--- src/rtl/wb_rr_master_arbiter.sv ---
// wb_rr_master_arbiter: shares one Wishbone B3 slave bus between num_masters masters.
// Registered round-robin grant held for the owner's whole cyc; watchdog aborts stalled cycles with err.
// Ports: wbm_* per-master slices (master k at slice k), wbs_* shared slave bus, grant_o one-hot owner,
// timeout_o one-cycle abort pulse. Latency: request in cycle t drives the slave bus from cycle t+1.
module wb_rr_master_arbiter #(
  parameter int num_masters  = 4,
  parameter int wb_adr_width = 32,
  parameter int wb_dat_width = 32,
  parameter int wdog_width   = 8
) (
  input  logic                                wb_clk,
  input  logic                                wb_rst_n,
  // master side
  input  logic [num_masters*wb_adr_width-1:0] wbm_adr_o,
  input  logic [num_masters*wb_dat_width-1:0] wbm_dat_o,
  input  logic [num_masters*4-1:0]            wbm_sel_o,
  input  logic [num_masters-1:0]              wbm_we_o,
  input  logic [num_masters-1:0]              wbm_cyc_o,
  input  logic [num_masters-1:0]              wbm_stb_o,
  input  logic [num_masters*3-1:0]            wbm_cti_o,
  input  logic [num_masters*2-1:0]            wbm_bte_o,
  output logic [wb_dat_width-1:0]             wbm_dat_i,
  output logic [num_masters-1:0]              wbm_ack_i,
  output logic [num_masters-1:0]              wbm_err_i,
  output logic [num_masters-1:0]              wbm_rty_i,
  // slave side
  output logic [wb_adr_width-1:0]             wbs_adr_i,
  output logic [wb_dat_width-1:0]             wbs_dat_i,
  output logic [3:0]                          wbs_sel_i,
  output logic                                wbs_we_i,
  output logic                                wbs_cyc_i,
  output logic                                wbs_stb_i,
  output logic [2:0]                          wbs_cti_i,
  output logic [1:0]                          wbs_bte_i,
  input  logic [wb_dat_width-1:0]             wbs_dat_o,
  input  logic                                wbs_ack_o,
  input  logic                                wbs_err_o,
  input  logic                                wbs_rty_o,
  // status
  output logic [num_masters-1:0]              grant_o,
  output logic                                timeout_o
);

  localparam int iw = (num_masters > 1) ? $clog2(num_masters) : 1;
  // Value one below all-ones: a stall seen at this count is the one that reaches the timeout.
  localparam logic [wdog_width-1:0] wdog_last = {{(wdog_width-1){1'b1}}, 1'b0};

  typedef enum logic [1:0] {IDLE, BUSY, ABORT, DRAIN} state_t;

  state_t                  state, state_nxt;
  logic [num_masters-1:0]  grant, grant_nxt;
  logic [iw-1:0]           owner, owner_nxt;
  logic [iw-1:0]           last_owner, last_owner_nxt;
  logic [wdog_width-1:0]   wdog, wdog_nxt;

  logic                    req_found;
  logic [iw-1:0]           req_idx;
  logic                    owner_cyc;
  logic                    owner_stb;
  logic                    slave_rsp;

  function automatic logic [iw-1:0] wrap_idx(input int v);
    return iw'(v % num_masters);
  endfunction

  assign owner_cyc = wbm_cyc_o[owner];
  assign owner_stb = wbm_stb_o[owner];
  assign slave_rsp = wbs_ack_o | wbs_err_o | wbs_rty_o;

  // Round-robin search starting just after the previous owner.
  always_comb begin
    req_found = 1'b0;
    req_idx   = last_owner;
    for (int i = 1; i <= num_masters; i++) begin
      if (!req_found && wbm_cyc_o[wrap_idx(int'(last_owner) + i)]) begin
        req_found = 1'b1;
        req_idx   = wrap_idx(int'(last_owner) + i);
      end
    end
  end

  always_ff @(posedge wb_clk or negedge wb_rst_n) begin
    if (!wb_rst_n) begin
      state      <= IDLE;
      grant      <= '0;
      owner      <= '0;
      last_owner <= iw'(num_masters - 1);
      wdog       <= '0;
    end else begin
      state      <= state_nxt;
      grant      <= grant_nxt;
      owner      <= owner_nxt;
      last_owner <= last_owner_nxt;
      wdog       <= wdog_nxt;
    end
  end

  always_comb begin
    state_nxt      = state;
    grant_nxt      = grant;
    owner_nxt      = owner;
    last_owner_nxt = last_owner;
    wdog_nxt       = '0;  // cleared everywhere except while stalling in BUSY
    case (state)
      IDLE: begin
        if (req_found) begin
          state_nxt          = BUSY;
          owner_nxt          = req_idx;
          grant_nxt          = '0;
          grant_nxt[req_idx] = 1'b1;
        end
      end
      BUSY: begin
        if (!owner_cyc) begin
          state_nxt      = IDLE;
          last_owner_nxt = owner;
          grant_nxt      = '0;
        end else if (owner_stb && !slave_rsp) begin
          // A response in the compare cycle wins because slave_rsp gates this branch.
          if (wdog == wdog_last) begin
            state_nxt = ABORT;
          end else begin
            wdog_nxt = wdog + 1'b1;
          end
        end
      end
      ABORT: begin
        state_nxt = DRAIN;
      end
      DRAIN: begin
        if (!owner_cyc) begin
          state_nxt      = IDLE;
          last_owner_nxt = owner;
          grant_nxt      = '0;
        end
      end
      default: begin
        state_nxt = IDLE;
        grant_nxt = '0;
      end
    endcase
  end

  // Bus mux and response routing; everything idles to 0 outside BUSY so an
  // asynchronous reset drops wbs_cyc_i immediately.
  always_comb begin
    wbs_adr_i = '0;
    wbs_dat_i = '0;
    wbs_sel_i = '0;
    wbs_we_i  = 1'b0;
    wbs_cyc_i = 1'b0;
    wbs_stb_i = 1'b0;
    wbs_cti_i = '0;
    wbs_bte_i = '0;
    wbm_ack_i = '0;
    wbm_err_i = '0;
    wbm_rty_i = '0;
    if (state == BUSY) begin
      wbs_adr_i        = wbm_adr_o[int'(owner)*wb_adr_width +: wb_adr_width];
      wbs_dat_i        = wbm_dat_o[int'(owner)*wb_dat_width +: wb_dat_width];
      wbs_sel_i        = wbm_sel_o[int'(owner)*4 +: 4];
      wbs_we_i         = wbm_we_o[owner];
      wbs_cyc_i        = owner_cyc;
      wbs_stb_i        = owner_stb;
      wbs_cti_i        = wbm_cti_o[int'(owner)*3 +: 3];
      wbs_bte_i        = wbm_bte_o[int'(owner)*2 +: 2];
      wbm_ack_i[owner] = wbs_ack_o;
      wbm_err_i[owner] = wbs_err_o;
      wbm_rty_i[owner] = wbs_rty_o;
    end
    if (state == ABORT) begin
      wbm_err_i[owner] = 1'b1;
    end
  end

  assign wbm_dat_i = wbs_dat_o;
  assign grant_o   = grant;
  assign timeout_o = (state == ABORT);

endmodule
--- config.mk ---
export PLATFORM = sky130hd
export DESIGN_NAME = wb_rr_master_arbiter
export DESIGN_NICKNAME = d
export VERILOG_FILES = /design/src/rtl/wb_rr_master_arbiter.sv
export SDC_FILE = /design/constraint.sdc
export NUM_CORES = 1
export LEC_CHECK = 0
export BUFFER_PORTS_ARGS = -buffer_cell sky130_fd_sc_hd__buf_2
export CAP_MARGIN = 10
export CORE_AREA = 3 3 181 183
export CTS_CLUSTER_DIAMETER = 40
export DETAILED_ROUTE_END_ITERATION = 12
export DIE_AREA = 0 0 184 186
export GPL_TIMING_DRIVEN = 0
export PLACE_DENSITY_LB_ADDON = 0.05
export SKIP_LAST_GASP = 1
export SYNTH_ARGS = -nofsm -noshare
export SYNTH_HDL_FRONTEND = slang
export SYNTH_SLANG_ARGS = --single-unit
--- constraint.sdc ---
create_clock -name wb_clk -period 5.8 [get_ports wb_clk]
set_input_delay 1.16 -clock wb_clk [delete_from_list [all_inputs] [get_ports wb_clk]]
set_output_delay 1.16 -clock wb_clk [all_outputs]
set_load 0.05 [all_outputs]
==> flow_summary.yaml, run 1 <==
grt:
  gr-usage-all-layers_pct: 11.8
  overflow: 0
  antenna_found_initial: 9
  grt_max_degree: 19
  grt_pass1_vias: 4664
  grt_pass1_wl_mm: 30.4
power_and_ir_drop:
  seqPwrFrac_pct: 5.5
  ir_worst_vdd_v: 0.000161
  p_sw_uw: 2190
  p_sw_share_pct: 63.3
  p_leak_uw: 0.00311
  clkPwrFrac_pct: 4.6
  pwr_density_cell_mw_per_mm2: 550
  intPower_uw: 1270
  power_frac_comb_pct: 89.9
clock_tree:
  cts_tree: "built"
  cts-resized-gates: 0
  cts_sinks: 18
  cts_setup_buffers: 0
  clk_latency_ns: 0.25
  numCtsBuffers: 3
  cts_max_level: 1
  cts.root.buffer_cell: "clkbuf_16"
  postCtsHoldBufs: 0
  cts.clk_slew.worst_paths_ns: 0.06
  cts_max_path_buffers: 2
timing:
  fin_crit_sh_pct: 70.1
  fmax_mhz: 246
  finClkSkew_ns: 0.00247
  max_slew_margin_pct: 40.2
  finalHoldViolations: 0
  fin_ws_ns: 1.74
  setup_viol: 0
  rsz0062_at_grt: "false"
  final_max_slew_viol_count: 0
  fin_crit_ns: 4.06
  tns_ns: 0
  worst_pin_slew_ns: 0.896
worst_setup_path:
  cp.depth: 5
  cp_max_fo: 10
  crit_buf_inv: 3
  crit_required_ns: 4.64
  slowest_delay_ns: 0.71
  worst-setup-path-type: "flip-flop to primary output"
  worstPathCellList: "clkbuf_1 -> buf_1 -> mux4_2 -> and2_1 -> buf_2"
  end_kind: "primary output"
  start_kind: "flip-flop"
  ff2ff_path_depth: 3
  worst_path_dominant_cell_family: "buffers and inverters"
  slowest_stage: "clkbuf_1"
  worstPathArrival_ns: 2.90
routing:
  drt_iter0_markers: 164
  drtAntennaViolNets: 0
  detail_route.wl_per_cell_um: 19.7
  drc_errors: 0
  routed_wl_mm: 22.9
  dr.pass1.iters: 4
  vias: 4500
  viasPerCell: 3.88
finish:
  nets: 1102
  stdcell_count: 1161
  final_layout_size_suffix_gt1_share_pct: 74.7
  area_growth_pct: 77.9
  fin_area_mm2: 0.00631
placement:
  pre_cts_slack_ns: 1.91
  dp.cells: 1156
  dp_hpwl_mm: 20.5
  io_buffers: 433
  gp_congestion: 0.865
  postPlaceCellArea_mm2: 0.00621
floorplanning:
  row_count: 65
  die-area_mm2: 0.0342
  die_height_um: 186
  die-width_um: 184
  start_util_pct: 11.3
  core_mm2: 0.0314
  ios: 466
logic_synthesis:
  yosysTopAreaCell: "mux4_2"
  synth_area_leaders: "mux4_2, and2_1, dfrtp_1, buf_4, dfstp_2"
  synthesis.instances: 321
  syn-cell-area_mm2: 0.00354
  ys_ff_latch: 18
  avgSynthCellArea_um2: 11.0
  synth_most_common_cell: "and2_1"
  ys_top_cells_by_count: "and2_1, mux4_2, buf_4"
  synth-edff-count: 0
  yosysTopAreaCellShare_pct: 47.7
  yosysUniqueCellTypes: 40
  async_reset_ff_share_pct: 100
  yosysWarnings: 0
  synth-seq-area-share_pct: 12.8
  synth-main-ff-cell: "dfrtp_1"
  syn_nets: 664
outcome:
  status: "finished clean"
flow_run:
  cap_violations: 0
worst_hold_path:
  hold_depth: 2
  hp-class: "flip-flop to flip-flop"
[power by group through the flow]
stage               Clock (µW)  Sequential [µW]  Combinational (µW)
finish                     158              191                3120
CTS                        164              192                3190
global placement             0              193                3180
detailed placement           0              194                3180
global route               171              196                3310
floorplan                    0              213                2330
[placed cells by master, fill, tap and decap left out, types with 4 or more instances in the layout]
cell | netlist | routed
nor2_1 | 13 | 13
nand2_1 | 14 | 14
buf_2 | 9 | 442
buf_1 | 7 | 7
clkbuf_1 | 12 | 12
o32ai_1 | 4 | 4
xor2_1 | 5 | 5
nand2b_1 | 6 | 6
and2_1 | 76 | 76
buf_4 | 32 | 32
dfrtp_1 | 16 | 16
mux4_2 | 75 | 75
nor2_2 | 8 | 8
nor3_1 | 5 | 5
[area by class of cell]
| class | count | area (µm²) |
|---|---|---|
| antenna | 1 | 2.50 |
| buffer | 61 | 368 |
| clock buffer | 4 | 88.8 |
| fill | 3535 | 25100 |
| inverter | 3 | 11.3 |
| multi-input combinational | 239 | 2710 |
| sequential | 18 | 453 |
| tap | 402 | 503 |
| timing repair buffer | 433 | 2170 |
[tightest hold or removal path, stage by stage (launching register included)]
cell	delay [ns]
dfrtp_1	0.35
xor2_1	0.08
nor2_2	0.06
[flip-flops by register name (all words and copies together), names as in the netlist, named ones only]
name and count:
state 1, owner 2, grant_o 4, last_owner 2, wdog 8
[layer usage]
metal  vias up  global-route usage, %  routed length (µm)
li1       2063                      -                   -
met1      2180                   13.5                8500
met2       227                   23.2               12500
met3        16                   3.17                1800
met4        14                  0.423                  68
met5         -                      0                  91
[kinds of logic (layout without fill, tap and decap cells)]
group	after synthesis	count (layout)	synth area share (%)
buffers and inverters	64	501	10.7
XOR/XNOR	6	6	1.48
AO/OA/AOI/OAI	17	17	3.39
multiplexers	79	79	49.0
other	0	1	0
AND/OR/NAND/NOR	135	135	22.0
adder cells (fa/ha/maj)	2	2	0.706
flip-flops	18	18	12.8
[final timing paths]
path	start	end	slack (ns)
worst max-delay path	owner[1]$_DFFE_PN0P_	wbs_sel_i[3]	1.74
worst min-delay path	wdog[7]$_DFF_PN0_	wdog[7]$_DFF_PN0_	0.53
worst max register to register	owner[1]$_DFFE_PN0P_	last_owner[1]$_DFFE_PN1P_	3.84
worst min register to register	wdog[7]$_DFF_PN0_	wdog[7]$_DFF_PN0_	0.53
max in group asynchronous	wb_rst_n	last_owner[0]$_DFFE_PN1P_	4.59
min in group asynchronous	wb_rst_n	grant_o[3]$_DFFE_PN0P_	0.86
[metrics by stage]
stage	power [µW]	hold slack, ns	utilization (%)
6_report	3470	0.532	20.1
5_1_grt	3670	0.558	20.1
4_1_cts	3550	0.538	20.1
3_5_place_dp	3370	0.520	19.8
3_3_place_gp	3370	0.523	19.8
2_1_floorplan	2540	0.491	-
No activity file was read; power rests on OpenSTA's default activity.
==> run 2, diff against run 1 <==
==> constraint.sdc (replaced) <==
create_clock -name wb_clk -period 3.8 [get_ports wb_clk]
set_input_delay 0.76 -clock wb_clk [delete_from_list [all_inputs] [get_ports wb_clk]]
set_output_delay 0.76 -clock wb_clk [all_outputs]
set_load 0.05 [all_outputs]
==> flow_summary.yaml, run 2 (synthesized netlist as in run 1, its figures left out) <==
routing:
  drc_errors: 0
  drtAntennaViolNets: 0
  vias: 4496
  viasPerCell: 3.87
  detail_route.wl_per_cell_um: 19.7
  dr.pass1.iters: 4
  routed_wl_mm: 22.9
  drt_iter0_markers: 164
worst_hold_path:
  hp-class: "input port to async pin"
placement:
  dp_hpwl_mm: 20.5
  gp_congestion: 0.865
  pre_cts_slack_ns: 0.312
  dp.cells: 1156
  io_buffers: 433
  postPlaceCellArea_mm2: 0.00621
clock_tree:
  cts_tree: "built"
  postCtsHoldBufs: 0
  clk_latency_ns: 0.25
  cts_max_level: 1
  numCtsBuffers: 3
  cts-resized-gates: 0
  cts.root.buffer_cell: "clkbuf_16"
  cts_sinks: 18
  cts_max_path_buffers: 2
  cts_setup_buffers: 0
  cts.clk_slew.worst_paths_ns: 0.06
worst_setup_path:
  worstPathArrival_ns: 2.83
  rrSetupSlack_ns: 1.84
  cp_max_fo: 10
  ff2ff_path_depth: 3
  end_kind: "primary output"
  start_kind: "flip-flop"
  reg2reg_from: "owner[1]$_DFFE_PN0P_"
  r2r_end: "last_owner[1]$_DFFE_PN1P_"
  worst-setup-path-type: "flip-flop to primary output"
  crit_required_ns: 3.04
timing:
  tns_ns: 0
  finClkSkew_ns: 0.00149
  fmax_mhz: 279
  fin_ws_ns: 0.212
  fin_crit_ns: 3.59
  max_slew_margin_pct: 50.7
  finalHoldViolations: 0
  setup_viol: 0
  final_max_slew_viol_count: 0
  worst_pin_slew_ns: 0.740
  fin_crit_sh_pct: 94.4
  rsz0062_at_grt: "false"
floorplanning:
  die_height_um: 186
  die-width_um: 184
  row_count: 65
  die-area_mm2: 0.0342
  start_util_pct: 11.3
  core_mm2: 0.0314
  ios: 466
grt:
  overflow: 0
  gr-max-usage-layer: "met2"
  grt_max_degree: 19
  met2_usage_pct: 23.2
  grt_pass1_wl_mm: 30.4
  met1_usage_pct: 13.5
  met3_usage_pct: 3.17
  grt_pass1_vias: 4664
  antenna_found_initial: 9
  gr-usage-all-layers_pct: 11.8
finish:
  fin_area_mm2: 0.00632
  mostFrequentLayoutCell: "buf_2"
  stdcell_count: 1161
  final_layout_size_suffix_gt1_share_pct: 74.9
  final_cell_mix: "buf_2, and2_1, mux4_2"
  largest_reg_flops: 8
  regMostFlops: "wdog"
  area_growth_pct: 78.2
  nets: 1102
power_and_ir_drop:
  ir_worst_vdd_v: 0.000246
  p_total_uw: 5290
  pwr_density_cell_mw_per_mm2: 838
  p_leak_uw: 0.00312
outcome:
  status: "finished clean"
flow_run:
  cap_violations: 0
## run 2: area by class of cell
type | count | area, µm²
Timing Repair Buffer | 433 | 2170
Fill cell | 3536 | 25100
Inverter | 3 | 11.3
Clock buffer | 4 | 88.8
Tap cell | 402 | 503
Antenna cell | 1 | 2.50
Sequential cell | 18 | 453
Buffer | 61 | 375
Multi-Input combinational cell | 239 | 2720
## run 2: how the worst max path moves through the flow
stage / from / to / slack [ns]
floorplan: flip-flop / wbm_err_i[0] / 0.65
global placement: owner[1]$_DFFE_PN0P_ / wbs_sel_i[3] / 0.39
detailed placement: state[0]$_DFFE_PN0P_ / wbs_adr_i[28] / 0.31
CTS: state[0]$_DFFE_PN0P_ / wbs_adr_i[28] / 0.04
global route: owner[1]$_DFFE_PN0P_ / wbs_dat_i[7] / 0.03
finish: owner[1]$_DFFE_PN0P_ / wbs_dat_i[7] / 0.21
## run 2: report_power, final
part | total [µW] | switching [µW] | internal (µW)
Sequential | 292 | 51.9 | 240
Clock | 243 | 82.0 | 160
Combinational | 4760 | 3220 | 1550
Total | 5290 | 3350 | 1950
## run 2: stage by stage
stage | hold WS, ns | utilization [%]
6_report | 0.458 | 20.1
5_1_grt | 0.492 | 20.1
4_1_cts | 0.477 | 20.1
3_5_place_dp | 0.520 | 19.8
3_3_place_gp | 0.523 | 19.8
2_1_floorplan | 0.464 | -
## run 2: routing by layer
metal  share of wire (%)  vias up
li1                    -     2060
met1                  37     2173
met2                  54      231
met3                 7.8       18
met4                0.46       14
met5                0.40        -
## run 2: worst max-delay path: stages, from the launching register on
cell             delay, ns
dfrtp_1               0.47
clkdlybuf4s15_1       0.71
buf_1                 0.56
mux4_2                0.44
and2_1                0.17
buf_2                 0.21
==> run 3, diff against run 2 <==
--- a/config.mk
+++ b/config.mk
@@ -12,7 +12,7 @@
 export DETAILED_ROUTE_END_ITERATION = 12
 export DIE_AREA = 0 0 184 186
 export GPL_TIMING_DRIVEN = 0
-export PLACE_DENSITY_LB_ADDON = 0.05
+export PLACE_DENSITY = 0.32
 export SKIP_LAST_GASP = 1
 export SYNTH_ARGS = -nofsm -noshare
 export SYNTH_HDL_FRONTEND = slang
==> flow_summary.yaml, run 3 (synthesized netlist as in run 1, its figures left out) <==
outcome:
  status: "finished clean"
timing:
  finalHoldViolations: 0
  fin_crit_ns: 3.49
  fin_ws_ns: 0.309
  finClkSkew_ns: 0.00196
  max_slew_margin_pct: 48.7
  setup_viol: 0
  worst_pin_slew_ns: 0.770
  final_max_slew_viol_count: 0
  timing.hold.ws_ns: 0.439
  fin_crit_sh_pct: 91.9
  tns_ns: 0
  fmax_mhz: 286
  rsz0062_at_grt: "false"
worst_setup_path:
  worstPathArrival_ns: 2.73
  crit_buf_inv: 2
  crit_required_ns: 3.04
  worst-setup-path-type: "flip-flop to primary output"
  worstPathCellList: "clkdlybuf4s15_1 -> mux4_2 -> and2_1 -> buf_2"
  ff2ff_path_depth: 5
  start_kind: "flip-flop"
  slowest_stage: "dfrtp_1"
  r2r_end: "last_owner[1]$_DFFE_PN1P_"
  worst_path_dominant_cell_family: "buffers and inverters"
  startpoint: "owner[1]$_DFFE_PN0P_"
  cp_max_fo: 13
  rrSetupSlack_ns: 1.61
  slowest_delay_ns: 0.84
  reg2reg_from: "owner[1]$_DFFE_PN0P_"
  end_kind: "primary output"
routing:
  viasPerCell: 3.84
  detail_route.wl_per_cell_um: 18.6
  drtAntennaViolNets: 0
  dr.pass1.iters: 4
  vias: 4457
  drc_errors: 0
  drt_iter0_markers: 133
  routed_wl_mm: 21.5
grt:
  overflow: 0
  grt_max_degree: 19
  gr-usage-all-layers_pct: 11.1
  grt_pass1_vias: 4356
  grt_pass1_wl_mm: 28.5
  antenna_found_initial: 2
clock_tree:
  cts_max_level: 1
  cts_tree: "built"
  cts_max_path_buffers: 2
  numCtsBuffers: 3
  postCtsHoldBufs: 0
  cts_sinks: 18
  clk_latency_ns: 0.25
  cts.clk_slew.worst_paths_ns: 0.05
  cts.root.buffer_cell: "clkbuf_16"
placement:
  io_buffers: 433
  pre_cts_slack_ns: 0.169
  gp_congestion: 0.740
  dp.cells: 1156
  dp_hpwl_mm: 19.1
floorplanning:
  die-width_um: 184
  die-area_mm2: 0.0342
  ios: 466
  start_util_pct: 11.3
  row_count: 65
  die_height_um: 186
  core_mm2: 0.0314
finish:
  largest_reg_flops: 8
  final_util_pct: 20.1
  area_growth_pct: 77.8
  final_layout_size_suffix_gt1_share_pct: 74.8
  ff_latch_area_um2: 453
  nFillCells: 3551
  mostFrequentLayoutCell: "buf_2"
  regMostFlops: "wdog"
  nets: 1101
  final_cell_mix: "buf_2, and2_1, mux4_2"
  multi_input_comb_area_mm2: 0.00272
  stdcell_count: 1160
power_and_ir_drop:
  p_leak_uw: 0.00311
  ir_worst_vdd_v: 0.000296
  pwr_density_cell_mw_per_mm2: 837
flow_run:
  cap_violations: 0
worst_hold_path:
  hp-class: "input port to async pin"
==> run 3: layer usage <==
layer	global-route usage (%)	part of all wire (%)	up-vias
li1	-	-	2065
met1	14.6	41	2140
met2	19.9	51	240
met3	2.01	7.5	8
met4	0.695	0.46	4
met5	0	0.11	-
==> run 3: repair_timing <==
action                     CTS  global route
resized for setup            2             0
setup endpoints to repair   21             0
buffers inserted             0             0
==> run 3: where the power goes <==
| group | leakage (µW) | internal [µW] | switching (µW) | total [µW] |
|---|---|---|---|---|
| registers | 0.000236 | 239 | 76.4 | 316 |
| logic | 0.00283 | 1540 | 3200 | 4750 |
| clock network | 0.0000382 | 143 | 72.8 | 215 |
| total | 0.00311 | 1930 | 3350 | 5280 |
==> run 3: layout make-up <==
type                            count  area share (%)
Antenna cell                        1          0.0397
Tap cell                          402            7.98
Multi-Input combinational cell    239            43.1
Buffer                             60            5.88
Sequential cell                    18            7.19
Clock buffer                        4            1.25
Timing Repair Buffer              433            34.4
Inverter                            3           0.179
==> run 3: worst max-delay path by stage <==
stage / to / slack [ns] / depth (start not counted)
6_report: wbs_sel_i[1] / 0.31 / 4
5_1_grt: wbs_adr_i[25] / 0.11 / 5
4_1_cts: wbs_sel_i[1] / 0.16 / 4
3_5_place_dp: wbs_sel_i[0] / 0.17 / 5
3_3_place_gp: wbs_sel_i[1] / 0.20 / 5
2_1_floorplan: wbm_err_i[0] / 0.65 / 4
==> run 3: metrics by stage <==
stage	instance area, µm²	total power, µW
after floorplan	3540	3880
after detailed placement	6210	5160
after global routing	6300	5610
final	6300	5280
after global placement	6210	5190
after CTS	6300	5400
